$ cat src/rtl/ttc_cmd_scheduler.sv
// ttc_cmd_scheduler
//   Builds the 16-bit frame stream for the TTC/command serializer at 160 MHz
//   (4 cycles per bunch crossing). Per-BX trigger hits are packed into tagged
//   trigger frames and queued. Host command words are interleaved with them,
//   periodic sync frames are forced in, and idle slots are filled with NOOP.
// Ports
//   clk160        : 160 MHz clock
//   rst           : asynchronous active-low reset
//   trig          : trigger hit, sampled every cycle
//   cmd_valid/cmd_data/cmd_ready : host command word handshake (ready is combinational)
//   frame_valid/frame_data/frame_ready : frame handshake to the serializer
//   bx_phase      : position within the current BX (0..3)
//   trig_drop_cnt : saturating count of trigger patterns lost to a full queue
module ttc_cmd_scheduler #(
  parameter int unsigned SYNC_INTERVAL = 32,
  parameter int unsigned TRIG_DEPTH    = 4,
  parameter logic [15:0] SYNC_WORD     = 16'h817E,
  parameter logic [15:0] NOOP_WORD     = 16'h6969
) (
  input  logic        clk160,
  input  logic        rst,
  input  logic        trig,
  input  logic        cmd_valid,
  input  logic [15:0] cmd_data,
  output logic        cmd_ready,
  output logic        frame_valid,
  output logic [15:0] frame_data,
  input  logic        frame_ready,
  output logic [1:0]  bx_phase,
  output logic [7:0]  trig_drop_cnt
);

  localparam int unsigned AW = $clog2(TRIG_DEPTH);

  typedef struct packed {
    logic [3:0] pat;
    logic [7:0] tag;
  } trig_ent_t;

  logic [1:0]  phase_q;
  logic [3:0]  pat_q;
  logic [7:0]  tag_q;
  logic [7:0]  drop_q;
  logic [7:0]  sync_cnt_q;
  logic [AW:0] wr_ptr_q, rd_ptr_q;
  logic        fvalid_q;
  logic [15:0] fdata_q;
  trig_ent_t   fifo_q [TRIG_DEPTH];

  logic        xfer, q_empty, q_full, sync_due;
  logic        bx_end, pat_nz, push, pop, drop;
  logic [3:0]  pat_full;
  logic [15:0] frame_d;
  logic        frame_is_sync_d;
  trig_ent_t   head;

  assign xfer     = fvalid_q & frame_ready;
  // Extra pointer MSB distinguishes full from empty when the indices match.
  assign q_empty  = (wr_ptr_q == rd_ptr_q);
  assign q_full   = (wr_ptr_q[AW] != rd_ptr_q[AW]) &&
                    (wr_ptr_q[AW-1:0] == rd_ptr_q[AW-1:0]);
  assign sync_due = (sync_cnt_q == 8'(SYNC_INTERVAL));
  assign head     = fifo_q[rd_ptr_q[AW-1:0]];

  // The BX pattern includes this cycle's hit in the bit-3 slot.
  assign pat_full = {trig, pat_q[2:0]};
  assign bx_end   = (phase_q == 2'd3);
  assign pat_nz   = bx_end & (|pat_full);

  assign pop  = xfer & ~sync_due & ~q_empty;
  // A pop on the same edge frees a slot, so a push into a full queue still lands.
  assign push = pat_nz & (~q_full | pop);
  assign drop = pat_nz & q_full & ~pop;

  // Commands only go when neither a sync nor a queued trigger is waiting.
  assign cmd_ready = xfer & ~sync_due & q_empty & cmd_valid;

  always_comb begin
    frame_d         = NOOP_WORD;
    frame_is_sync_d = 1'b0;
    if (sync_due) begin
      frame_d         = SYNC_WORD;
      frame_is_sync_d = 1'b1;
    end else if (!q_empty) begin
      frame_d = {4'hE, head.pat, head.tag};
    end else if (cmd_valid) begin
      frame_d = cmd_data;
    end
  end

  always_ff @(posedge clk160) begin
    if (push) fifo_q[wr_ptr_q[AW-1:0]] <= '{pat: pat_full, tag: tag_q};
  end

  always_ff @(posedge clk160 or negedge rst) begin
    if (!rst) begin
      phase_q    <= 2'd0;
      pat_q      <= 4'd0;
      tag_q      <= 8'd0;
      drop_q     <= 8'd0;
      sync_cnt_q <= 8'd0;
      wr_ptr_q   <= '0;
      rd_ptr_q   <= '0;
      fvalid_q   <= 1'b0;
      fdata_q    <= SYNC_WORD;
    end else begin
      phase_q  <= phase_q + 2'd1;
      fvalid_q <= 1'b1;
      if (bx_end) pat_q <= 4'd0;
      else        pat_q[phase_q] <= trig;
      if (push) begin
        wr_ptr_q <= wr_ptr_q + 1'b1;
        tag_q    <= tag_q + 8'd1;
      end
      if (pop) rd_ptr_q <= rd_ptr_q + 1'b1;
      if (drop && drop_q != 8'hFF) drop_q <= drop_q + 8'd1;
      // Non-sync frames are counted as they enter the output register, so the
      // count reaches SYNC_INTERVAL exactly as the last of them is taken and the
      // sync goes next. A non-sync load implies the count is below the limit,
      // which keeps it saturated at SYNC_INTERVAL.
      if (xfer) begin
        fdata_q <= frame_d;
        if (frame_is_sync_d) sync_cnt_q <= 8'd0;
        else                 sync_cnt_q <= sync_cnt_q + 8'd1;
      end
    end
  end

  assign frame_valid   = fvalid_q;
  assign frame_data    = fdata_q;
  assign bx_phase      = phase_q;
  assign trig_drop_cnt = drop_q;

endmodule
$ cat config.mk
export PLATFORM = sky130hd
export DESIGN_NAME = ttc_cmd_scheduler
export DESIGN_NICKNAME = d
export VERILOG_FILES = /design/src/rtl/ttc_cmd_scheduler.sv
export SDC_FILE = /design/constraint.sdc
export NUM_CORES = 1
export LEC_CHECK = 0
export ABC_AREA = 1
export BUFFER_PORTS_ARGS = -buffer_cell sky130_fd_sc_hd__buf_2
export CORE_MARGIN = 5
export CORE_UTILIZATION = 33
export CTS_BUF_LIST = sky130_fd_sc_hd__clkbuf_8
export CTS_CLUSTER_DIAMETER = 80
export DETAILED_ROUTE_END_ITERATION = 7
export PLACE_DENSITY = 0.54
export SYNTH_ARGS = -nofsm -noshare
export SYNTH_HDL_FRONTEND = slang
export SYNTH_SLANG_ARGS = --single-unit
$ cat constraint.sdc
create_clock -name clk160 -period 2.2 [get_ports clk160]
set_input_delay 0.22 -clock clk160 [delete_from_list [all_inputs] [get_ports clk160]]
set_output_delay 0.22 -clock clk160 [all_outputs]
set_load 0.02 [all_outputs]
Word-level counts from Yosys, hierarchy flattened
Memory sizes are Yosys's and may differ from the RTL's.
Cells that the tools add are included.
{ "word_totals": {"register_bits": 53, "ram_bits": 48, "inputBits": 21, "output_inout_bits": 28, "wordCells": 53, "memories": 1} }
{ "memory_table": {"columns": ["name", "depth", "word_bits", "read_ports", "rd_clocked_by_memory_dff", "write_ports", "line", "rtl"], "rows": [
  ["fifo_q", 4, 12, 1, 0, 1, "48", "trig_ent_t fifo_q [TRIG_DEPTH];"]
]} }
{ "op_classes": {"addsub": 6, "order_cmp": 2, "eq_ne": 6, "n_mux": 11, "bitwise_logic": 14, "n_reduce_logical": 4} }
{ "op_table": {"columns": ["operator", "count"], "rows": [
  ["16-bit 2-to-1 mux", 3],
  ["8-bit by 1-bit adder with 8-bit output (second input constant)", 3],
  ["1-bit AND", 9],
  ["8-bit by 6-bit equality test with 1-bit output (second input constant)", 1],
  ["8-bit 2-to-1 mux", 1],
  ["8-bit != test (second input constant)", 1],
  ["3-bit by 1-bit adder with 3-bit output (second input constant)", 2],
  ["4-bit bitwise mux", 1],
  ["1-bit 2-to-1 mux", 4],
  ["4-bit 2-to-1 mux", 1],
  ["1-bit NOT", 4],
  ["4-bit OR reduction", 1],
  ["3-bit equality test", 1],
  ["1-bit logical AND", 3],
  ["2-bit by 3-bit < comparator with 1-bit output (second input constant)", 1],
  ["2-bit by 1-bit adder with 2-bit output (second input constant)", 1],
  ["1-bit demux with 2-bit select", 1],
  ["2-bit equality test", 1],
  ["2-bit equality test (second input constant)", 1],
  ["2-bit by 1-bit >= comparator with 1-bit output (second input constant)", 1],
  ["1-bit != test", 1],
  ["1-bit bitwise OR", 1]
]} }

Longest topological paths before layout
Gate-level depths: netlist of the first run.
{ "logic_depth": {"depth_word": 8, "ltp_mapped": 11, "mapped_depth_nobuf": 11} }

Worst setup path after synthesis of the first run
No wires, ideal clock.
{ "synth_path": {"path_type": "reg2reg", "from": "register sync_cnt_q[0]", "to": "memory fifo_q[0][0] in the netlist's numbering (enable)", "setup_ps": 380, "t_arrival_ps": 1769, "required_time_ps": 1820, "path_slack_ps": 51, "path_stages_with_launch": 11, "n_path_buf": 1, "synth_period_minus_slack_ps": 2149, "cell_sequence": "dfrtp_1 -> inv_1 -> ha_1 -> nand2_1 -> nor2_1 -> nand2_2 -> nand2_8 -> nand2_8 -> nand2_8 -> buf_8 -> nor2_1"} }
{ "synth_via": {"elab_chain_len": 8} }
{ "synth_lines": {"columns": ["item", "line", "rtl"], "rows": [
  ["from (decl)", "44", "logic [7:0] sync_cnt_q;"],
  ["from (signal assigned)", "124", "else sync_cnt_q <= sync_cnt_q + 8'd1;"],
  ["8-bit by 6-bit equality test with 1-bit output", "62", "assign sync_due = (sync_cnt_q == 8'(SYNC_INTERVAL));"],
  ["1-bit NOT", "70", "assign pop = xfer & ~sync_due & ~q_empty;"],
  ["1-bit AND (2 in a row)", "70", null],
  ["1-bit bitwise OR", "72", "assign push = pat_nz & (~q_full | pop);"],
  ["1-bit AND", "72", null],
  ["1-bit 2-to-1 mux", "92", "if (push) fifo_q[wr_ptr_q[AW-1:0]] <= '{pat: pat_full, tag: tag_q};"],
  ["1-bit 2-to-1 mux (implied by the code)", "92", null],
  ["to (decl)", "48", null]
]} }
Every way passes these cells.

Worst setup path after layout of the first run
{ "layout_path": {"from": "register sync_cnt_q[0]", "to": "output port cmd_ready"} }
{ "layout_via": {"elab_chain_len": 5} }
{ "layout_lines": {"columns": ["item", "line", "rtl"], "rows": [
  ["8-bit by 6-bit equality test with 1-bit output", "62", null],
  ["1-bit NOT", "76", "assign cmd_ready = xfer & ~sync_due & q_empty & cmd_valid;"],
  ["1-bit AND (3 in a row)", "76", null],
  ["to (decl)", "25", "output logic cmd_ready,"]
]} }
Every way passes these cells.

==> impl_metrics.json, run 1 <==
{
  "powerDensity_nw_per_um2": 1040,
  "first_pass_iters": 4,
  "synth_cell_type_count": 36,
  "antenna_found_initial": 0,
  "fin_crit_ns": 2.02,
  "synthMostInstantiatedCell": "nand2_1",
  "yosys-top-cells-area": "edfxtp_1 (30%), dfrtp_1 (23%), nand2_1 (12%), dfstp_2 (4.4%), inv_1 (3.9%)",
  "synth_seq_area_share_pct": 58.0,
  "hold_path.class": "in -> reg",
  "synth_edf_count": 48,
  "path_buf_inv": 3,
  "async_flop_share_pct": 52.0,
  "wl_per_cell_um": 14.0,
  "min-delay-start": "cmd_data[12]",
  "synthesis.nets": 533,
  "num_rows": 43,
  "vias": 3470,
  "cts_made_buffers": 9,
  "place_area_sq_um": 5240,
  "max_cap_violations": 0,
  "tritoncts": "built",
  "status": "finished clean",
  "clk_pin_slew_worst_paths_ns": 0.10,
  "start_kind": "flop",
  "max_stage_delay_ns": 0.36,
  "fin_area_sq_um": 5450,
  "worst_ep_arrival_time_ns": 1.80,
  "first_global_vias": 3319,
  "grtUsageTotal_pct": 13.2,
  "fmax_mhz": 494,
  "cp_top_family": "simple AND/OR/NAND/NOR gates",
  "area_growth_syn_to_layout_pct": 14.8,
  "period_share_pct": 92.0,
  "die_w_um": 130,
  "start_util_pct": 33.9,
  "crit_chain": "inv_1, ha_1, nand2_1, nor2_1, nand2_2, nand2_8, nor2_4, nand2_1, inv_2, buf_2",
  "crit_required_ns": 1.98,
  "yosys_warnings": 0,
  "cts.sinks": 100,
  "rsz0062_at_grt": "false",
  "slew_violations": 0,
  "crit_path_start": "sync_cnt_q[0]",
  "htreeDepth": 3,
  "grt_overflow_total": 0,
  "fp.dieArea_sq_um": 16900,
  "design.core.area_sq_um": 14000,
  "cts_buffer_depth": 2,
  "skew_ns": 0.0127,
  "synth_top_area_share_pct": 30.4,
  "fin_nets": 596,
  "drt_iter0_drc": 277,
  "grt_pass1_wl_um": 17200,
  "antenna_cells": 0,
  "num_io_pins": 49,
  "synthCells": 499,
  "dominantRegCellSynth": "edfxtp_1",
  "grt_max_degree": 53,
  "gp_congestion": 0.810,
  "worstSetupPathType": "reg -> out",
  "r2r_start": "sync_cnt_q[0]",
  "setup_viol": 0,
  "viasPerCell": 4.65,
  "timing.slew.headroom_pct": 52.8,
  "drive_above_1_share_pct": 20.1,
  "avgSynthCellArea_sq_um": 9.51,
  "worstMarginPinSlew_ns": 0.708,
  "ys_ff_latch": 100,
  "critPathMaxFanout": 8,
  "insertion_delay_ns": 0.38,
  "hpwl_um": 7470,
  "fillers": 1411,
  "io_buffers": 48,
  "die_y_um": 130,
  "slowest_stage": "dfrtp_1",
  "wirelength_um": 10400,
  "drtAntennaViolNets": 0,
  "crit_top_cell": "nand2_1",
  "ir_worst_vdd_mv": 0.303,
  "root_buffer": "clkbuf_8",
  "setup_tns_ns": 0,
  "p_leak_nw": 2.50,
  "yosys.area.top_type": "edfxtp_1",
  "synth_common_cells": "nand2_1 (147), inv_1 (49), edfxtp_1 (48), dfrtp_1 (44), nor2_1 (42)",
  "post-route-drc-count": 0,
  "fin_total_pwr_w": 0.00567,
  "synthesis.area_sq_um": 4750,
  "hold_violations": 0,
  "cp-end-kind": "primary output"
}
==> repair_timing <==
action	in CTS	in global routing
setup buffers	1	0
endpoints found under the setup margin	1	0
gates resized for setup	1	0
endpoints found under the hold margin	41	0
hold buffers	1	0
==> cell families (layout without fill, tap and decap cells) <==
group	Yosys count	count (layout)	synth area share [%]
compound gates	53	53	5.90
xor+xnor	12	12	2.21
fa+ha+maj	13	13	3.43
buf+inv	67	135	6.14
flops	100	100	58.0
other cells	1	1	0.0790
simple gates	253	253	24.2
==> area by class of cell <==
class                           instances  area, sq um  share of cell area (%)
Inverter                               54          210                    3.86
Tap cell                              180          225                    4.13
Multi-Input combinational cell        332         1700                    31.2
Clock inverter                          7         65.1                    1.19
Timing Repair Buffer                   65          370                    6.79
Clock buffer                            9          124                    2.27
Sequential cell                       100         2750                    50.5
==> registers in the layout, indices dropped and copies added, names as in the netlist <==
name and cells:
fifo_q 48, frame_data 16, sync_cnt_q 8, tag_q 8, trig_drop_cnt 8, pat_q 3
rd_ptr_q 3, wr_ptr_q 3, bx_phase 2, frame_valid 1
==> path summary, 6_finish.rpt <==
| check | endpoint | cells after the start | slack, ns |
|---|---|---|---|
| max in group asynchronous | rd_ptr_q[1] | 3 | 1.20 |
| worst min register to register | frame_data[12] | 2 | 0.48 |
| worst min-delay path | frame_data[12] | 3 | 0.03 |
| worst max register to register | fifo_q[3][3] | 10 | 0.32 |
| min in group asynchronous | sync_cnt_q[2] | 3 | 0.49 |
| worst max-delay path | cmd_ready | 10 | 0.18 |
==> tightest hold or removal path, cell delays in order <==
cell	delay, ns
buf_2	0.08
nand2_1	0.04
nand2_1	0.05
==> stage by stage <==
step,setup WS (ns),hold slack [ns],instances,utilization (%)
finish,0.177,0.0292,747,39.0
global route,0.0354,0.0214,747,39.0
CTS,0.147,0.0139,747,39.0
detailed placement,0.306,0.401,729,37.5
global placement,0.347,0.403,729,37.5
floorplan,0.0507,-0.0756,499,-
==> metal layers <==
| metal | track usage [%] | vias up | wire [um] |
|---|---|---|---|
| met4 | 4.58 | 0 | 154 |
| met1 | 19.3 | 1644 | 5080 |
| met3 | 2.46 | 11 | 547 |
| met2 | 19.7 | 69 | 4660 |
| li1 | - | 1746 | - |
| met5 | 0 | - | 0 |
==> layout by cell type, fill, tap and decap left out, types with 4 or more instances in the layout <==
cell,n
nand2_1,147
inv_1,49
edfxtp_1,48
buf_2,48
dfrtp_1,43
nor2_1,42
nand3_1,31
o21ai_0,30
buf_4,16
a21oi_1,15
ha_1,13
clkbuf_8,9
nand4_1,8
dfstp_2,8
xor2_1,7
or2_2,6
xnor2_1,5
nand2_2,4
o22ai_1,4
==> power breakdown <==
part	leakage (nW)	internal, W	switching (W)
clock	0.0947	0.000441	0.000717
combinational	1.35	0.000655	0.00118
sequential	1.05	0.00233	0.000345
Power figures use the tool's default switching activity.
==> inputs of run 2 (changes only) <==
==> constraint.sdc (replaced) <==
create_clock -name clk160 -period 2.2 [get_ports clk160]
set_input_delay 0.11 -clock clk160 [delete_from_list [all_inputs] [get_ports clk160]]
set_output_delay 0.11 -clock clk160 [all_outputs]
set_load 0.02 [all_outputs]
==> run 2 against run 1 <==
Total power rose by 0.48%. Largest cell class unchanged. Highest routed layer unchanged. Design area rose by 1.7%. Wire length rose by 3.3%. Non-clock buffer count rose by 9.
==> impl_metrics.json, run 2 (same netlist as run 1, synthesis figures left out) <==
{
  "crit_path_start": "sync_cnt_q[0]",
  "wirelength_um": 10800,
  "num_rows": 43,
  "min-delay-start": "cmd_data[1]",
  "area_growth_syn_to_layout_pct": 16.8,
  "p_leak_nw": 2.54,
  "grtUsageTotal_pct": 13.5,
  "r2r-end": "fifo_q[2][8]",
  "drtAntennaViolNets": 0,
  "fp.dieArea_sq_um": 16900,
  "largest_reg_flops": 48,
  "vias": 3495,
  "r2r_start": "sync_cnt_q[0]",
  "first_pass_iters": 4,
  "slew_violations": 0,
  "grt_overflow_total": 0,
  "gp_congestion": 0.832,
  "r2r_cells": 10,
  "path_buf_inv": 3,
  "fin_crit_ns": 1.95,
  "reg2reg_slack_ns": 0.28,
  "hpwl_um": 7680,
  "worstSetupPathType": "reg -> out",
  "cts_buffer_depth": 2,
  "wl_per_cell_um": 14.3,
  "htreeDepth": 3,
  "cts_made_buffers": 9,
  "start_util_pct": 33.9,
  "viasPerCell": 4.62,
  "crit_top_cell": "nand2_1",
  "antenna_cells": 0,
  "multiInputGateArea_sq_um": 1700,
  "setup_tns_ns": 0,
  "period_share_pct": 88.8,
  "final_common_cell": "nand2_1",
  "hold_path.class": "in -> reg",
  "tritoncts": "built",
  "crit_chain": "inv_1, ha_1, nand2_1, nor2_1, nand2_2, nand2_8, nor2_4, nand2_1, inv_2, buf_2",
  "drive_above_1_share_pct": 19.3,
  "post-route-drc-count": 0,
  "root_buffer": "clkbuf_8",
  "worstHoldEndpoint": "frame_data[1]",
  "regArea_sq_um": 2750,
  "num_io_pins": 49,
  "fin_nets": 605,
  "antenna_found_initial": 0,
  "fillers": 1402,
  "ir_worst_vdd_mv": 0.389,
  "design.core.area_sq_um": 14000,
  "cts.sinks": 100,
  "clk_pin_slew_worst_paths_ns": 0.09,
  "die_y_um": 130,
  "cp_top_family": "simple AND/OR/NAND/NOR gates",
  "slowest_stage": "dfrtp_1",
  "worst_ep_arrival_time_ns": 1.84,
  "grt_max_degree": 53,
  "die_w_um": 130,
  "layout_common_cells": "nand2_1 (147), inv_1 (50), edfxtp_1 (48), buf_2 (48), dfrtp_1 (43)",
  "critPathMaxFanout": 8,
  "crit_required_ns": 2.09,
  "status": "finished clean",
  "cp-end-kind": "primary output",
  "io_buffers": 48,
  "grt_pass1_wl_um": 17700,
  "start_kind": "flop",
  "max_cap_violations": 0,
  "fmax_mhz": 512,
  "powerDensity_nw_per_um2": 1030,
  "hold_depth": 5,
  "drt_iter0_drc": 346,
  "insertion_delay_ns": 0.36,
  "skew_ns": 0.00900,
  "hold_violations": 0,
  "rsz0062_at_grt": "false",
  "holdWs_ns": 0.0373,
  "first_global_vias": 3494,
  "max_stage_delay_ns": 0.37,
  "setup_viol": 0
}
## run 2: cell count changes in the layout (fill, tap and decap cells not counted), sizes merged
cell,delta
inv,-4
clkinv,+4
clkinvlp,-1
dlygate4sd3,+8
buf,+1
bufinv,+1
## run 2: through the flow
stage                     area (sq um)  worst slack [ns]  utilization [%]  total power (W)  instances
final                             5550             0.246             39.6          0.00570        756
after global routing              5550            0.0891             39.6          0.00613        756
after CTS                         5530             0.106             39.5          0.00577        754
after detailed placement          5260             0.308             37.6          0.00461        729
after global placement            5260             0.369             37.6          0.00459        729
after floorplan                   4750            0.0507                -          0.00397        499
## run 2: what timing repair did
action / CTS / global route
endpoints found under the setup margin: 0 / 1
endpoints found under the hold margin: 60 / 0
setup buffers: 0 / 2
gates resized for setup: 0 / 1
hold buffers: 9 / 0
## run 2: cell type report
| type | count | area share, % |
|---|---|---|
| inverters | 54 | 3.79 |
| flip-flops and latches | 100 | 49.7 |
| repair buffers | 74 | 8.48 |
| clock buffers | 9 | 2.23 |
| multi-input cells | 332 | 30.7 |
| well taps | 180 | 4.06 |
| clock inverters | 7 | 1.06 |
## run 2: worst max path at each step
stage / end / slack (ns) / cells past startpoint
floorplan: fifo_q[0][0] / 0.05 / 10
global placement: fifo_q[3][3] / 0.37 / 10
detailed placement: fifo_q[2][8] / 0.31 / 10
CTS: cmd_ready / 0.11 / 7
global route: cmd_ready / 0.09 / 10
finish: cmd_ready / 0.25 / 10
## run 2: per-layer routing
| layer | GRT usage, % | part of all wire [%] | vias up |
|---|---|---|---|
| li1 | - | - | 1758 |
| met1 | 18.3 | 47 | 1662 |
| met2 | 21.8 | 47 | 63 |
| met3 | 2.25 | 4.3 | 12 |
| met4 | 5.32 | 1.6 | 0 |
| met5 | 0 | 0 | - |
## run 2: worst register-to-register path, delay by kind of cell, from the launching register on
| family | cells | cell delay [ns] |
|---|---|---|
| adders and majority gates | 1 | 0.20 |
| and+or+nand+nor | 7 | 0.73 |
| buffers and inverters | 2 | 0.32 |
| DFF | 1 | 0.37 |
## run 2: power by group
part | internal, W | switching (W)
clock network | 0.000511 | 0.000616
registers | 0.00233 | 0.000320
logic | 0.000695 | 0.00123
==> inputs of run 3 (changes only) <==
--- a/config.mk
+++ b/config.mk
@@ -7,6 +7,7 @@
 export LEC_CHECK = 0
 export ABC_AREA = 1
 export BUFFER_PORTS_ARGS = -buffer_cell sky130_fd_sc_hd__buf_2
+export CORE_ASPECT_RATIO = 0.9
 export CORE_MARGIN = 5
 export CORE_UTILIZATION = 33
 export CTS_BUF_LIST = sky130_fd_sc_hd__clkbuf_8
==> constraint.sdc (replaced) <==
create_clock -name clk160 -period 1.7 [get_ports clk160]
set_input_delay 0.085 -clock clk160 [delete_from_list [all_inputs] [get_ports clk160]]
set_output_delay 0.085 -clock clk160 [all_outputs]
set_load 0.02 [all_outputs]
==> run 3 against run 2 <==
Total power rose by 38%. Global-route usage rose by 0.20 points. Critical path depth rose by 2. Clock skew rose by 0.0028 ns. Hold slack got worse by 0.0053 ns. Largest cell class unchanged. Clock power rose by 46%. Wire length rose by 4.2%. Critical path type is now reg -> reg. Combinational power rose by 48%. Sequential power rose by 28%. The flow now finishes with violations (negative setup slack). First-iteration DRC count fell by 20%.
==> impl_metrics.json, run 3 (same netlist as run 1, synthesis figures left out) <==
{
  "layout_common_cells": "nand2_1 (143), edfxtp_1 (48), buf_2 (47)",
  "seq_power_share_pct": 42.9,
  "cts.sinks": 100,
  "powerDensity_nw_per_um2": 1310,
  "period_share_pct": 107,
  "htreeDepth": 3,
  "gp_congestion": 0.733,
  "largest_reg_flops": 48,
  "crit_path_start": "sync_cnt_q[0]",
  "area_growth_syn_to_layout_pct": 26.9,
  "die_y_um": 124,
  "layout_setup_ws_ns": -0.115,
  "final_common_cell": "nand2_1",
  "design.core.area_sq_um": 14100,
  "num_rows": 41,
  "vias": 3665,
  "timing.slew.headroom_pct": 63.2,
  "r2r_start": "sync_cnt_q[0]",
  "ir_worst_vdd_mv": 0.507,
  "antenna_found_initial": 0,
  "crit_required_ns": 1.79,
  "grt_max_degree": 26,
  "worst_ep_arrival_time_ns": 1.90,
  "violations": "negative setup slack",
  "viasPerCell": 4.55,
  "p_leak_nw": 2.74,
  "fmax_mhz": 551,
  "cp-end-kind": "flop",
  "switching_share_pct": 38.4,
  "hold_violations": 0,
  "slew_violations": 0,
  "tritoncts": "built",
  "drt_iter0_drc": 277,
  "combPwrFrac_pct": 36.1,
  "wirelength_um": 11200,
  "hold_path.class": "in -> reg",
  "clk_pin_slew_worst_paths_ns": 0.10,
  "critPathMaxFanout": 12,
  "grt_pass1_wl_um": 18000,
  "grtUsageTotal_pct": 13.7,
  "fin_nets": 642,
  "worstMarginPinSlew_ns": 0.551,
  "power.internal_w": 0.00485,
  "fp.dieArea_sq_um": 16900,
  "grt_overflow_total": 0,
  "first_pass_iters": 4,
  "num_io_pins": 49,
  "antenna_cells": 0,
  "start_kind": "flop",
  "post-route-drc-count": 0,
  "rsz0062_at_grt": "true",
  "insertion_delay_ns": 0.37,
  "power_frac_clock_pct": 21.0,
  "start_util_pct": 33.8,
  "fin_crit_ns": 1.81,
  "setup_viol": 33,
  "hpwl_um": 7710,
  "drtAntennaViolNets": 0,
  "die_w_um": 136,
  "root_buffer": "clkbuf_8",
  "max_cap_violations": 0,
  "cts_buffer_depth": 2,
  "p_sw_w": 0.00302,
  "wl_per_cell_um": 13.9,
  "drive_above_1_share_pct": 26.4,
  "fin_total_pwr_w": 0.00787,
  "first_global_vias": 3392,
  "cts_made_buffers": 9,
  "io_buffers": 48,
  "status": "finished, violations left",
  "holdWs_ns": 0.0320,
  "min-delay-start": "cmd_data[5]",
  "worstSetupPathType": "reg -> reg",
  "skew_ns": 0.0118
}
==> run 3: critical path, stage by stage, from the launching register on <==
cell and delay (ns):
dfrtp_1 0.38, inv_2 0.05, ha_2 0.16, nand2_1 0.05, nor2_1 0.04, nand2_2 0.11
nand2_8 0.07, buf_12 0.13, nand2_8 0.06, nand2_8 0.08, buf_6 0.13, nor2_4 0.12
buf_12 0.15
==> run 3: final timing paths <==
check	to	slack [ns]	cells after the start
hold / removal	frame_data[5]	0.03	5
setup reg to reg	fifo_q[3][1]	-0.11	12
setup / recovery	fifo_q[3][1]	-0.11	12
min in group asynchronous	frame_valid	0.23	2
hold reg to reg	frame_data[12]	0.49	2
max in group asynchronous	rd_ptr_q[0]	0.78	3
==> run 3: area by class of cell <==
cell class / instances / area, sq um
clock buffer: 9 / 124
clock inverter: 7 / 88.8
fill: 1387 / 8030
inverter: 54 / 215
multi-input combinational: 333 / 1770
sequential: 100 / 2750
tap: 193 / 241
timing repair buffer: 110 / 831
==> run 3: stage by stage <==
stage | setup WS, ns | cells | setup TNS [ns] | instance area (sq um) | util [%]
6_report | -0.115 | 806 | -1.69 | 6020 | 42.9
5_1_grt | -0.188 | 806 | -5.52 | 6020 | 42.9
4_1_cts | -0.135 | 802 | -1.72 | 5970 | 42.5
2_1_floorplan | -0.0702 | 499 | -2.55 | 4780 | -
3_5_place_dp | -0.00562 | 767 | -0.0659 | 5520 | 39.3
3_3_place_gp | 0.0135 | 767 | 0 | 5520 | 39.3
==> run 3: timing repair <==
action	CTS	global route
endpoints found under the hold margin	26	0
hold buffers	12	0
endpoints found under the setup margin	26	71
resized for setup	12	11
pin swaps	7	8
buffers inserted	7	4
gates cloned	0	1
==> run 3: power by group through the flow <==
stage | clock network [W] | registers, W | logic (W)
2_1_floorplan | 0 | 0.00357 | 0.00160
5_1_grt | 0.00180 | 0.00344 | 0.00319
3_5_place_dp | 0 | 0.00343 | 0.00271
4_1_cts | 0.00171 | 0.00337 | 0.00283
6_report | 0.00165 | 0.00338 | 0.00284
3_3_place_gp | 0 | 0.00341 | 0.00269
==> run 3: routing by layer <==
layer / vias up / wire [um] / track usage (%)
li1: 1841 / - / -
met1: 1730 / 5700 / 19.9
met2: 87 / 4950 / 21.1
met3: 7 / 534 / 3.72
met4: 0 / 61 / 2.27
met5: - / 0 / 0
